===== src/rtl/branch_cond_unit_if.sv =====
// Pipeline-facing bus of the branch condition unit.
// The pipeline (master) drives EX-stage operands and fetch index; the unit
// (slave) returns the resolved condition, the fetch prediction and the
// registered flush request. Statistics wires exist only with BR_STATS_EN.
interface branch_cond_unit_if #(
    parameter int WORD_LEN = 32,
    parameter int IDX_W    = 4
);
    logic [WORD_LEN-1:0] reg1;
    logic [WORD_LEN-1:0] reg2;
    logic [2:0]          br_comm;
    logic                ex_valid;
    logic                stall;
    logic [IDX_W-1:0]    ex_idx;
    logic                ex_pred;
    logic [IDX_W-1:0]    if_idx;
    logic                if_pred;
    logic                brCond;
    logic                mispredict;
    logic                redirect_taken;
`ifdef BR_STATS_EN
    logic [15:0]         br_count;
    logic [15:0]         mis_count;

    modport master (
        output reg1, reg2, br_comm, ex_valid, stall, ex_idx, ex_pred, if_idx,
        input  if_pred, brCond, mispredict, redirect_taken, br_count, mis_count
    );

    modport slave (
        input  reg1, reg2, br_comm, ex_valid, stall, ex_idx, ex_pred, if_idx,
        output if_pred, brCond, mispredict, redirect_taken, br_count, mis_count
    );
`else
    modport master (
        output reg1, reg2, br_comm, ex_valid, stall, ex_idx, ex_pred, if_idx,
        input  if_pred, brCond, mispredict, redirect_taken
    );

    modport slave (
        input  reg1, reg2, br_comm, ex_valid, stall, ex_idx, ex_pred, if_idx,
        output if_pred, brCond, mispredict, redirect_taken
    );
`endif
endinterface


===== src/rtl/branch_cond_unit.sv =====
// Branch condition unit: resolves EX-stage branch conditions, keeps a table
// of 2-bit saturating predictors indexed by PC low bits, and raises a
// registered one-cycle mispredict pulse with the correct refetch direction.
// Optional macro BR_STATS_EN adds saturating 16-bit resolve/mispredict counters.
module branch_cond_unit #(
    parameter int WORD_LEN  = 32,
    parameter int PHT_DEPTH = 16
) (
    input logic              clk,
    input logic              rst,
    branch_cond_unit_if.slave bus
);
    localparam int IDX_W = $clog2(PHT_DEPTH);

    localparam logic [2:0] BR_JUMP = 3'b001;
    localparam logic [2:0] BR_BEQ  = 3'b010;
    localparam logic [2:0] BR_BNE  = 3'b011;
    localparam logic [2:0] BR_BLT  = 3'b100;
    localparam logic [2:0] BR_BGE  = 3'b101;

    logic [1:0] pht_q [PHT_DEPTH];
    logic [1:0] pht_d [PHT_DEPTH];
    logic       mispredict_q, mispredict_d;
    logic       redirect_taken_q, redirect_taken_d;

    logic       br_cond;
    logic       is_branch;
    logic       resolve;
    logic       cond_event;
    logic       mis_event;
    logic [IDX_W-1:0] ex_idx;

    assign ex_idx = bus.ex_idx;

    // Decode the branch command and evaluate its condition on the operands.
    always_comb begin
        br_cond   = 1'b0;
        is_branch = 1'b0;
        case (bus.br_comm)
            BR_JUMP: begin br_cond = 1'b1;                                   is_branch = 1'b1; end
            BR_BEQ:  begin br_cond = (bus.reg1 == bus.reg2);                 is_branch = 1'b1; end
            BR_BNE:  begin br_cond = (bus.reg1 != bus.reg2);                 is_branch = 1'b1; end
            BR_BLT:  begin br_cond = ($signed(bus.reg1) <  $signed(bus.reg2)); is_branch = 1'b1; end
            BR_BGE:  begin br_cond = ($signed(bus.reg1) >= $signed(bus.reg2)); is_branch = 1'b1; end
            default: begin br_cond = 1'b0;                                   is_branch = 1'b0; end
        endcase
    end

    assign resolve    = bus.ex_valid & ~bus.stall & is_branch;
    assign cond_event = resolve & (bus.br_comm != BR_JUMP);
    assign mis_event  = resolve & (br_cond != bus.ex_pred);

    // Next predictor table: only a conditional resolve nudges its own entry.
    always_comb begin
        for (int i = 0; i < PHT_DEPTH; i++) begin
            pht_d[i] = pht_q[i];
        end
        if (cond_event) begin
            if (br_cond && (pht_q[ex_idx] != 2'b11)) begin
                pht_d[ex_idx] = pht_q[ex_idx] + 2'd1;
            end else if (!br_cond && (pht_q[ex_idx] != 2'b00)) begin
                pht_d[ex_idx] = pht_q[ex_idx] - 2'd1;
            end
        end
    end

    // Flush request: a stalled or idle cycle clears the pulse, direction holds.
    always_comb begin
        mispredict_d     = mis_event;
        redirect_taken_d = redirect_taken_q;
        if (mis_event) begin
            redirect_taken_d = br_cond;
        end
    end

    // Predictor table registers, reset to weakly not-taken.
    always_ff @(posedge clk or negedge rst) begin
        if (!rst) begin
            for (int i = 0; i < PHT_DEPTH; i++) begin
                pht_q[i] <= 2'b01;
            end
        end else begin
            for (int i = 0; i < PHT_DEPTH; i++) begin
                pht_q[i] <= pht_d[i];
            end
        end
    end

    // Mispredict pulse and refetch direction registers.
    always_ff @(posedge clk or negedge rst) begin
        if (!rst) begin
            mispredict_q     <= 1'b0;
            redirect_taken_q <= 1'b0;
        end else begin
            mispredict_q     <= mispredict_d;
            redirect_taken_q <= redirect_taken_d;
        end
    end

    assign bus.brCond         = br_cond;
    assign bus.if_pred        = pht_q[bus.if_idx][1];
    assign bus.mispredict     = mispredict_q;
    assign bus.redirect_taken = redirect_taken_q;

`ifdef BR_STATS_EN
    logic [15:0] br_count_q, br_count_d;
    logic [15:0] mis_count_q, mis_count_d;

    // Saturating statistics; resolve already excludes stalled cycles.
    always_comb begin
        br_count_d  = br_count_q;
        mis_count_d = mis_count_q;
        if (resolve && (br_count_q != 16'hFFFF)) begin
            br_count_d = br_count_q + 16'd1;
        end
        if (mis_event && (mis_count_q != 16'hFFFF)) begin
            mis_count_d = mis_count_q + 16'd1;
        end
    end

    // Statistics counter registers.
    always_ff @(posedge clk or negedge rst) begin
        if (!rst) begin
            br_count_q  <= 16'd0;
            mis_count_q <= 16'd0;
        end else begin
            br_count_q  <= br_count_d;
            mis_count_q <= mis_count_d;
        end
    end

    assign bus.br_count  = br_count_q;
    assign bus.mis_count = mis_count_q;
`endif
endmodule


===== src/flat_wrapper.sv =====
// flat-port wrapper written by rule: the top's interface ports become plain ports
module branch_cond_unit_flat 
#(
    parameter int WORD_LEN  = 32,
    parameter int PHT_DEPTH = 16
)
  (clk, rst, bus_reg1, bus_reg2, bus_br_comm, bus_ex_valid, bus_stall, bus_ex_idx, bus_ex_pred, bus_if_idx, bus_if_pred, bus_brCond, bus_mispredict, bus_redirect_taken);
  branch_cond_unit_if #(.WORD_LEN(WORD_LEN), .IDX_W((4))) bus_i ();
  input logic clk;
  input logic rst;
  input wire logic [$bits(bus_i.reg1)-1:0] bus_reg1;
  input wire logic [$bits(bus_i.reg2)-1:0] bus_reg2;
  input wire logic [$bits(bus_i.br_comm)-1:0] bus_br_comm;
  input wire logic [$bits(bus_i.ex_valid)-1:0] bus_ex_valid;
  input wire logic [$bits(bus_i.stall)-1:0] bus_stall;
  input wire logic [$bits(bus_i.ex_idx)-1:0] bus_ex_idx;
  input wire logic [$bits(bus_i.ex_pred)-1:0] bus_ex_pred;
  input wire logic [$bits(bus_i.if_idx)-1:0] bus_if_idx;
  output wire logic [$bits(bus_i.if_pred)-1:0] bus_if_pred;
  output wire logic [$bits(bus_i.brCond)-1:0] bus_brCond;
  output wire logic [$bits(bus_i.mispredict)-1:0] bus_mispredict;
  output wire logic [$bits(bus_i.redirect_taken)-1:0] bus_redirect_taken;
  assign bus_i.reg1 = bus_reg1;
  assign bus_i.reg2 = bus_reg2;
  assign bus_i.br_comm = bus_br_comm;
  assign bus_i.ex_valid = bus_ex_valid;
  assign bus_i.stall = bus_stall;
  assign bus_i.ex_idx = bus_ex_idx;
  assign bus_i.ex_pred = bus_ex_pred;
  assign bus_i.if_idx = bus_if_idx;
  assign bus_if_pred = bus_i.if_pred;
  assign bus_brCond = bus_i.brCond;
  assign bus_mispredict = bus_i.mispredict;
  assign bus_redirect_taken = bus_i.redirect_taken;
  branch_cond_unit #(.WORD_LEN(WORD_LEN), .PHT_DEPTH(PHT_DEPTH)) u_core (.clk(clk), .rst(rst), .bus(bus_i));
endmodule

===== config.mk =====
export PLATFORM = sky130hd
export DESIGN_NAME = branch_cond_unit_flat
export DESIGN_NICKNAME = d
export VERILOG_FILES = /design/src/rtl/branch_cond_unit_if.sv /design/src/rtl/branch_cond_unit.sv /design/src/flat_wrapper.sv
export SDC_FILE = /design/constraint.sdc
export NUM_CORES = 1
export LEC_CHECK = 0
export CORE_UTILIZATION = 51
export CTS_BUF_LIST = sky130_fd_sc_hd__clkbuf_4 sky130_fd_sc_hd__clkbuf_8
export CTS_CLUSTER_DIAMETER = 80
export DETAILED_ROUTE_END_ITERATION = 10
export HOLD_SLACK_MARGIN = 0.03
export PLACE_DENSITY = 0.83
export SETUP_SLACK_MARGIN = 0.5
export SYNTH_ARGS = -nofsm -noshare
export SYNTH_HDL_FRONTEND = slang
export SYNTH_SLANG_ARGS = --single-unit

===== constraint.sdc =====
create_clock -name clk -period 4.7 [get_ports clk]
set_input_delay 0.47 -clock clk [delete_from_list [all_inputs] [get_ports clk]]
set_output_delay 0.47 -clock clk [all_outputs]
set_load 0.02 [all_outputs]

==> results.sh, run 1 <==
export IMPL_drt_pass1_iterations=5
export IMPL_min_period_ns=3.80
export IMPL_place_hpwl_mm=6.26
export IMPL_nFillCells=463
export IMPL_synth_edf_count=0
export IMPL_antenna_found_initial=0
export IMPL_drt_initial_drc_count=130
export IMPL_path_clk_slew_ns=0.07
export IMPL_syn_cell_area_um2=3230
export IMPL_grt_max_degree=35
export IMPL_regArea_um2=871
export IMPL_post_cts_setup_buffers=0
export IMPL_vias=2685
export IMPL_synthFlopType="dfrtp_1"
export IMPL_cts_root_buffer="clkbuf_8"
export IMPL_holdWs_ns=0.538
export IMPL_drc=0
export IMPL_synthesis_nets=420
export IMPL_wire_per_inst_um=17.3
export IMPL_powerDensity_nw_per_um2=239
export IMPL_ys_warn_count=0
export IMPL_fin_util_pct=69.2
export IMPL_crit_fanout=4
export IMPL_totalWireLength_mm=7.94
export IMPL_fmax_ghz=0.263
export IMPL_area_growth_pct=29.2
export IMPL_fin_ws_ns=0.899
export IMPL_core_um2=6030
export IMPL_max_clock_path_buffers=2
export IMPL_antennaDiodeCount=0
export IMPL_multiInputGateArea_um2=2110
export IMPL_htree_levels=2
export IMPL_first_global_vias=2714
export IMPL_yosys_area_top_type="dfrtp_1"
export IMPL_initial_core_util_pct=53.6
export IMPL_arrival_ns=3.33
export IMPL_synth_common_cells="ha_1, inv_1, nor4_1"
export IMPL_cp_required_ns=4.23
export IMPL_viasPerCell=5.86
export IMPL_cts_resized=0
export IMPL_p_leak_nw=1.83
export IMPL_setup_tns_final_ns=0
export IMPL_nets=496
export IMPL_max_cap_violations=0
export IMPL_clock_sinks=34
export IMPL_rsz0062_at_grt="no"
export IMPL_die_area_um2=6650
export IMPL_hold_viol=0
export IMPL_slew_headroom_pct=25.5
export IMPL_layout_drive_gt1_share_pct=17.8
export IMPL_cp_end_kind="output pin"
export IMPL_finalPower_mw=0.998
export IMPL_portBuffers=83
export IMPL_chipWidth_um=81.5
export IMPL_cp_start_kind="input pin"
export IMPL_synth_top_area_share_pct=14.0
export IMPL_insertion_delay_ns=0.29
export IMPL_syn_avg_cell_area_um2=10.5
export IMPL_outcome="complete, no violations"
export IMPL_ant_nets=0
export IMPL_io_pins=84
export IMPL_gp_congestion=0.830
export IMPL_die_y_um=81.5
export IMPL_yosysSeqAreaShare_pct=27.0
export IMPL_rows=28
export IMPL_min_path_type="flop to flop"
export IMPL_netlist_instances=306
export IMPL_worst_slew_pin_slew_ns=1.11
export IMPL_setup_violations=0
export IMPL_period_share_pct=80.9
export IMPL_criticalPathCategory="input pin to output pin"
export IMPL_place_ws_ns=0.345
export IMPL_grt_pass1_wl_mm=12.6
export IMPL_slew_violations=0
export IMPL_netlist_top_cells_area="dfrtp_1, ha_1, dfstp_2"
export IMPL_grt_use_total_pct=25.3
export IMPL_yosysUniqueCellTypes=48
export IMPL_ys_ff_latch=34
export IMPL_cts_tree="built"
export IMPL_grt_ovfl_total=0
export IMPL_ir_drop_v=0.000252
export IMPL_postCtsHoldBufs=0
export IMPL_numCtsBuffers=5
export IMPL_fin_worst_skew_ns=0.00749
export IMPL_synthArstFlopShare_pct=100
[report_power, final]
group          internal, mW  leakage [nW]  switching (mW)
Clock                 0.118        0.0472           0.109
Combinational         0.201          1.38           0.169
Sequential            0.361         0.406          0.0390
[worst paths after layout]
kind / cells past startpoint / start / slack, ns / end
setup / recovery: 10 / bus_reg2[15] / 0.90 / bus_brCond
hold / removal: 1 / u_core.pht_q[17] / 0.54 / u_core.pht_q[17]
setup reg to reg: 9 / u_core.pht_q[27] / 1.45 / u_core.pht_q[9]
hold reg to reg: 1 / u_core.pht_q[17] / 0.54 / u_core.pht_q[17]
max in group asynchronous: 2 / rst / 3.79 / async pin
min in group asynchronous: 2 / rst / 0.58 / u_core.pht_q[29]
[worst max-delay path: stages]
cell	delay, ns
clkdlybuf4s50_1	0.47
inv_1	0.05
ha_1	0.29
nand4_1	0.18
nor4_1	0.52
nand2_1	0.13
nand4bb_1	0.13
o221ai_2	0.13
o221ai_2	0.29
clkdlybuf4s50_1	0.66
[cells by family (layout without fill, tap and decap cells)]
kind of cell / after synthesis / in the layout / synth area share (%)
xor gates and xnor gates: 3 / 3 / 0.814
adders and majority gates: 34 / 34 / 13.2
DFF: 34 / 34 / 27.0
AOI/OAI and AO/OA: 37 / 37 / 7.95
buffers and inverters: 53 / 130 / 7.64
and+or+nand+nor: 81 / 81 / 15.3
muxes: 64 / 64 / 28.1
[through the flow]
step	area, µm²	std cells
6_report	4170	458
5_1_grt	4170	458
4_1_cts	4170	458
3_5_place_dp	4070	450
3_3_place_gp	4070	450
2_1_floorplan	3230	306
[routing by layer]
layer	up-vias	routed length, µm	GRT usage, %
met1	1286	3180	29.4
met4	0	176	7.86
met5	-	0	0
li1	1306	-	-
met2	74	4130	46.3
met3	19	452	4.89
[layout make-up]
| cell class | instances | share of cell area (%) |
|---|---|---|
| clock buffer | 6 | 1.98 |
| multi-input combinational | 219 | 50.6 |
| tap | 75 | 2.25 |
| clock inverter | 2 | 0.300 |
| inverter | 34 | 3.06 |
| sequential | 34 | 20.9 |
| timing repair buffer | 88 | 20.9 |
[layout by cell type (no fill, tap or decap), drive strengths merged, types with 5 or more instances in the layout]
master	synthesis	routed
clkdlybuf4s50	0	82
mux2	37	37
inv	34	34
ha	34	34
nor4	34	34
dfrtp	18	18
dfstp	16	16
mux4	14	14
nand2	14	14
a21oi	14	14
mux2i	13	13
nand4	9	9
o21ai	7	7
clkbuf	6	6
nor2	5	5
buf	10	5
No activity file was read; power rests on OpenSTA's default activity.
==> inputs of run 2 (changes only) <==
--- a/config.mk
+++ b/config.mk
@@ -5,12 +5,12 @@
 export SDC_FILE = /design/constraint.sdc
 export NUM_CORES = 1
 export LEC_CHECK = 0
-export CORE_UTILIZATION = 51
+export CORE_UTILIZATION = 46
 export CTS_BUF_LIST = sky130_fd_sc_hd__clkbuf_4 sky130_fd_sc_hd__clkbuf_8
 export CTS_CLUSTER_DIAMETER = 80
 export DETAILED_ROUTE_END_ITERATION = 10
 export HOLD_SLACK_MARGIN = 0.03
-export PLACE_DENSITY = 0.83
+export PLACE_DENSITY = 0.79
 export SETUP_SLACK_MARGIN = 0.5
 export SYNTH_ARGS = -nofsm -noshare
 export SYNTH_HDL_FRONTEND = slang
==> constraint.sdc (replaced) <==
create_clock -name clk -period 3.4 [get_ports clk]
set_input_delay 0.34 -clock clk [delete_from_list [all_inputs] [get_ports clk]]
set_output_delay 0.34 -clock clk [all_outputs]
set_load 0.02 [all_outputs]
==> results.sh, run 2 (synthesized netlist as in run 1, its figures left out) <==
export IMPL_fmax_ghz=0.321
export IMPL_r2r_start="u_core.pht_q[9]"
export IMPL_clock_sinks=34
export IMPL_rsz0062_at_grt="yes"
export IMPL_area_growth_pct=64.1
export IMPL_wire_per_inst_um=22.1
export IMPL_ant_nets=0
export IMPL_initial_core_util_pct=47.5
export IMPL_grt_max_degree=35
export IMPL_rr_worst_depth=8
export IMPL_postCtsHoldBufs=0
export IMPL_fin_ws_ns=0.286
export IMPL_cts_tree="built"
export IMPL_rows=30
export IMPL_nFillCells=407
export IMPL_drt_pass1_iterations=7
export IMPL_place_hpwl_mm=6.58
export IMPL_gp_congestion=0.833
export IMPL_htree_levels=2
export IMPL_drt_initial_drc_count=203
export IMPL_period_share_pct=91.6
export IMPL_cp_start_kind="flop"
export IMPL_portBuffers=83
export IMPL_min_path_type="input pin to async pin"
export IMPL_grt_use_total_pct=30.3
export IMPL_grt_ovfl_total=0
export IMPL_antennaDiodeCount=0
export IMPL_vias=3209
export IMPL_first_global_vias=3301
export IMPL_viasPerCell=5.99
export IMPL_max_cap_violations=0
export IMPL_insertion_delay_ns=0.30
export IMPL_fin_worst_skew_ns=0.0102
export IMPL_criticalPathCategory="flop to flop"
export IMPL_arrival_ns=3.32
export IMPL_chipWidth_um=85.8
export IMPL_min_period_ns=3.11
export IMPL_finalPower_mw=1.70
export IMPL_place_ws_ns=-0.265
export IMPL_slew_violations=0
export IMPL_totalWireLength_mm=11.9
export IMPL_layout_drive_gt1_share_pct=60.7
export IMPL_hold_viol=0
export IMPL_p_leak_nw=2.24
export IMPL_setup_tns_final_ns=0
export IMPL_io_pins=84
export IMPL_outcome="complete, no violations"
export IMPL_drc=0
export IMPL_r2r_slack_ns=0.29
export IMPL_cp_end_kind="flop"
export IMPL_antenna_found_initial=0
export IMPL_final_common_cell="buf_4"
export IMPL_path_clk_slew_ns=0.07
export IMPL_cts_root_buffer="clkbuf_8"
export IMPL_holdWs_ns=0.441
export IMPL_powerDensity_nw_per_um2=322
export IMPL_core_um2=6790
export IMPL_setup_violations=0
export IMPL_grt_pass1_wl_mm=16.9
export IMPL_slew_headroom_pct=65.5
export IMPL_crit_fanout=17
export IMPL_nets=553
export IMPL_die_area_um2=7350
export IMPL_cp_required_ns=3.61
export IMPL_numCtsBuffers=5
export IMPL_die_y_um=85.8
export IMPL_final_cell_mix="buf_4, clkbuf_2, mux2_4, inv_2, ha_4"
export IMPL_ir_drop_v=0.000243
export IMPL_max_clock_path_buffers=2
export IMPL_worst_slew_pin_slew_ns=0.512
run 2: cell count changes in the layout (fill, tap and decap cells not counted), sizes merged:
| cell | change |
|---|---|
| clkdlybuf4s50 | -67 |
| buf | +56 |
| clkbuf | +33 |
| dlygate4sd2 | +24 |
| clkdlybuf4s15 | +11 |
| clkinv | +1 |
| clkinvlp | -1 |
| dlymetal6s2s | -1 |
| xnor2 | +1 |
run 2: worst max path at each step:
stage                     startpoint               end  slack, ns  depth (start not counted)
floorplan              bus_ex_idx[0]  u_core.pht_q[11]       0.33                         14
global placement       bus_ex_idx[0]  u_core.pht_q[25]      -0.20                         11
detailed placement      bus_reg2[19]   u_core.pht_q[5]      -0.26                         13
CTS                     bus_reg1[17]   u_core.pht_q[5]       0.50                         12
global route        u_core.pht_q[11]              flop       0.24                          8
finish               u_core.pht_q[9]              flop       0.29                          8
run 2: worst max-delay path, cell delays in order (launching register included):
cell and delay, ns:
dfrtp_1 0.42, mux4_2 0.50, mux4_2 0.55, ha_4 0.19
buf_4 0.22, nor4_1 0.45, mux2i_1 0.16, buf_4 0.18
mux2_1 0.35
run 2: area by class of cell:
type / instances / area, µm² / area share [%]
Clock buffer: 6 / 76.3 / 1.44
Clock inverter: 2 / 10.0 / 0.189
Inverter: 34 / 128 / 2.41
Multi-Input combinational cell: 220 / 2900 / 54.8
Sequential cell: 34 / 871 / 16.4
Tap cell: 96 / 120 / 2.27
Timing Repair Buffer: 144 / 1190 / 22.5
run 2: timing repair:
item | 4_1_cts | 5_1_grt
resized for setup | 172 | 105
endpoints found under the setup margin | 34 | 33
pin swaps | 57 | 38
setup buffers | 18 | 12
gates cloned | 3 | 0
run 2: power breakdown:
group | switching [mW] | internal, mW
clock | 0.163 | 0.150
combinational | 0.383 | 0.446
sequential | 0.0624 | 0.499
total | 0.608 | 1.09
run 2: through the flow:
| stage | instance area, µm² | instances | utilization, % |
|---|---|---|---|
| after floorplan | 3330 | 306 | - |
| after global placement | 4390 | 495 | 64.7 |
| after detailed placement | 4390 | 495 | 64.7 |
| after CTS | 5170 | 524 | 76.1 |
| after global routing | 5290 | 536 | 77.9 |
| final | 5290 | 536 | 77.9 |
run 2: routing by layer:
metal	global-route usage [%]	routed length, µm
met3	5.10	735
met1	37.8	4700
met4	12.0	357
met2	52.3	6060
met5	0	0
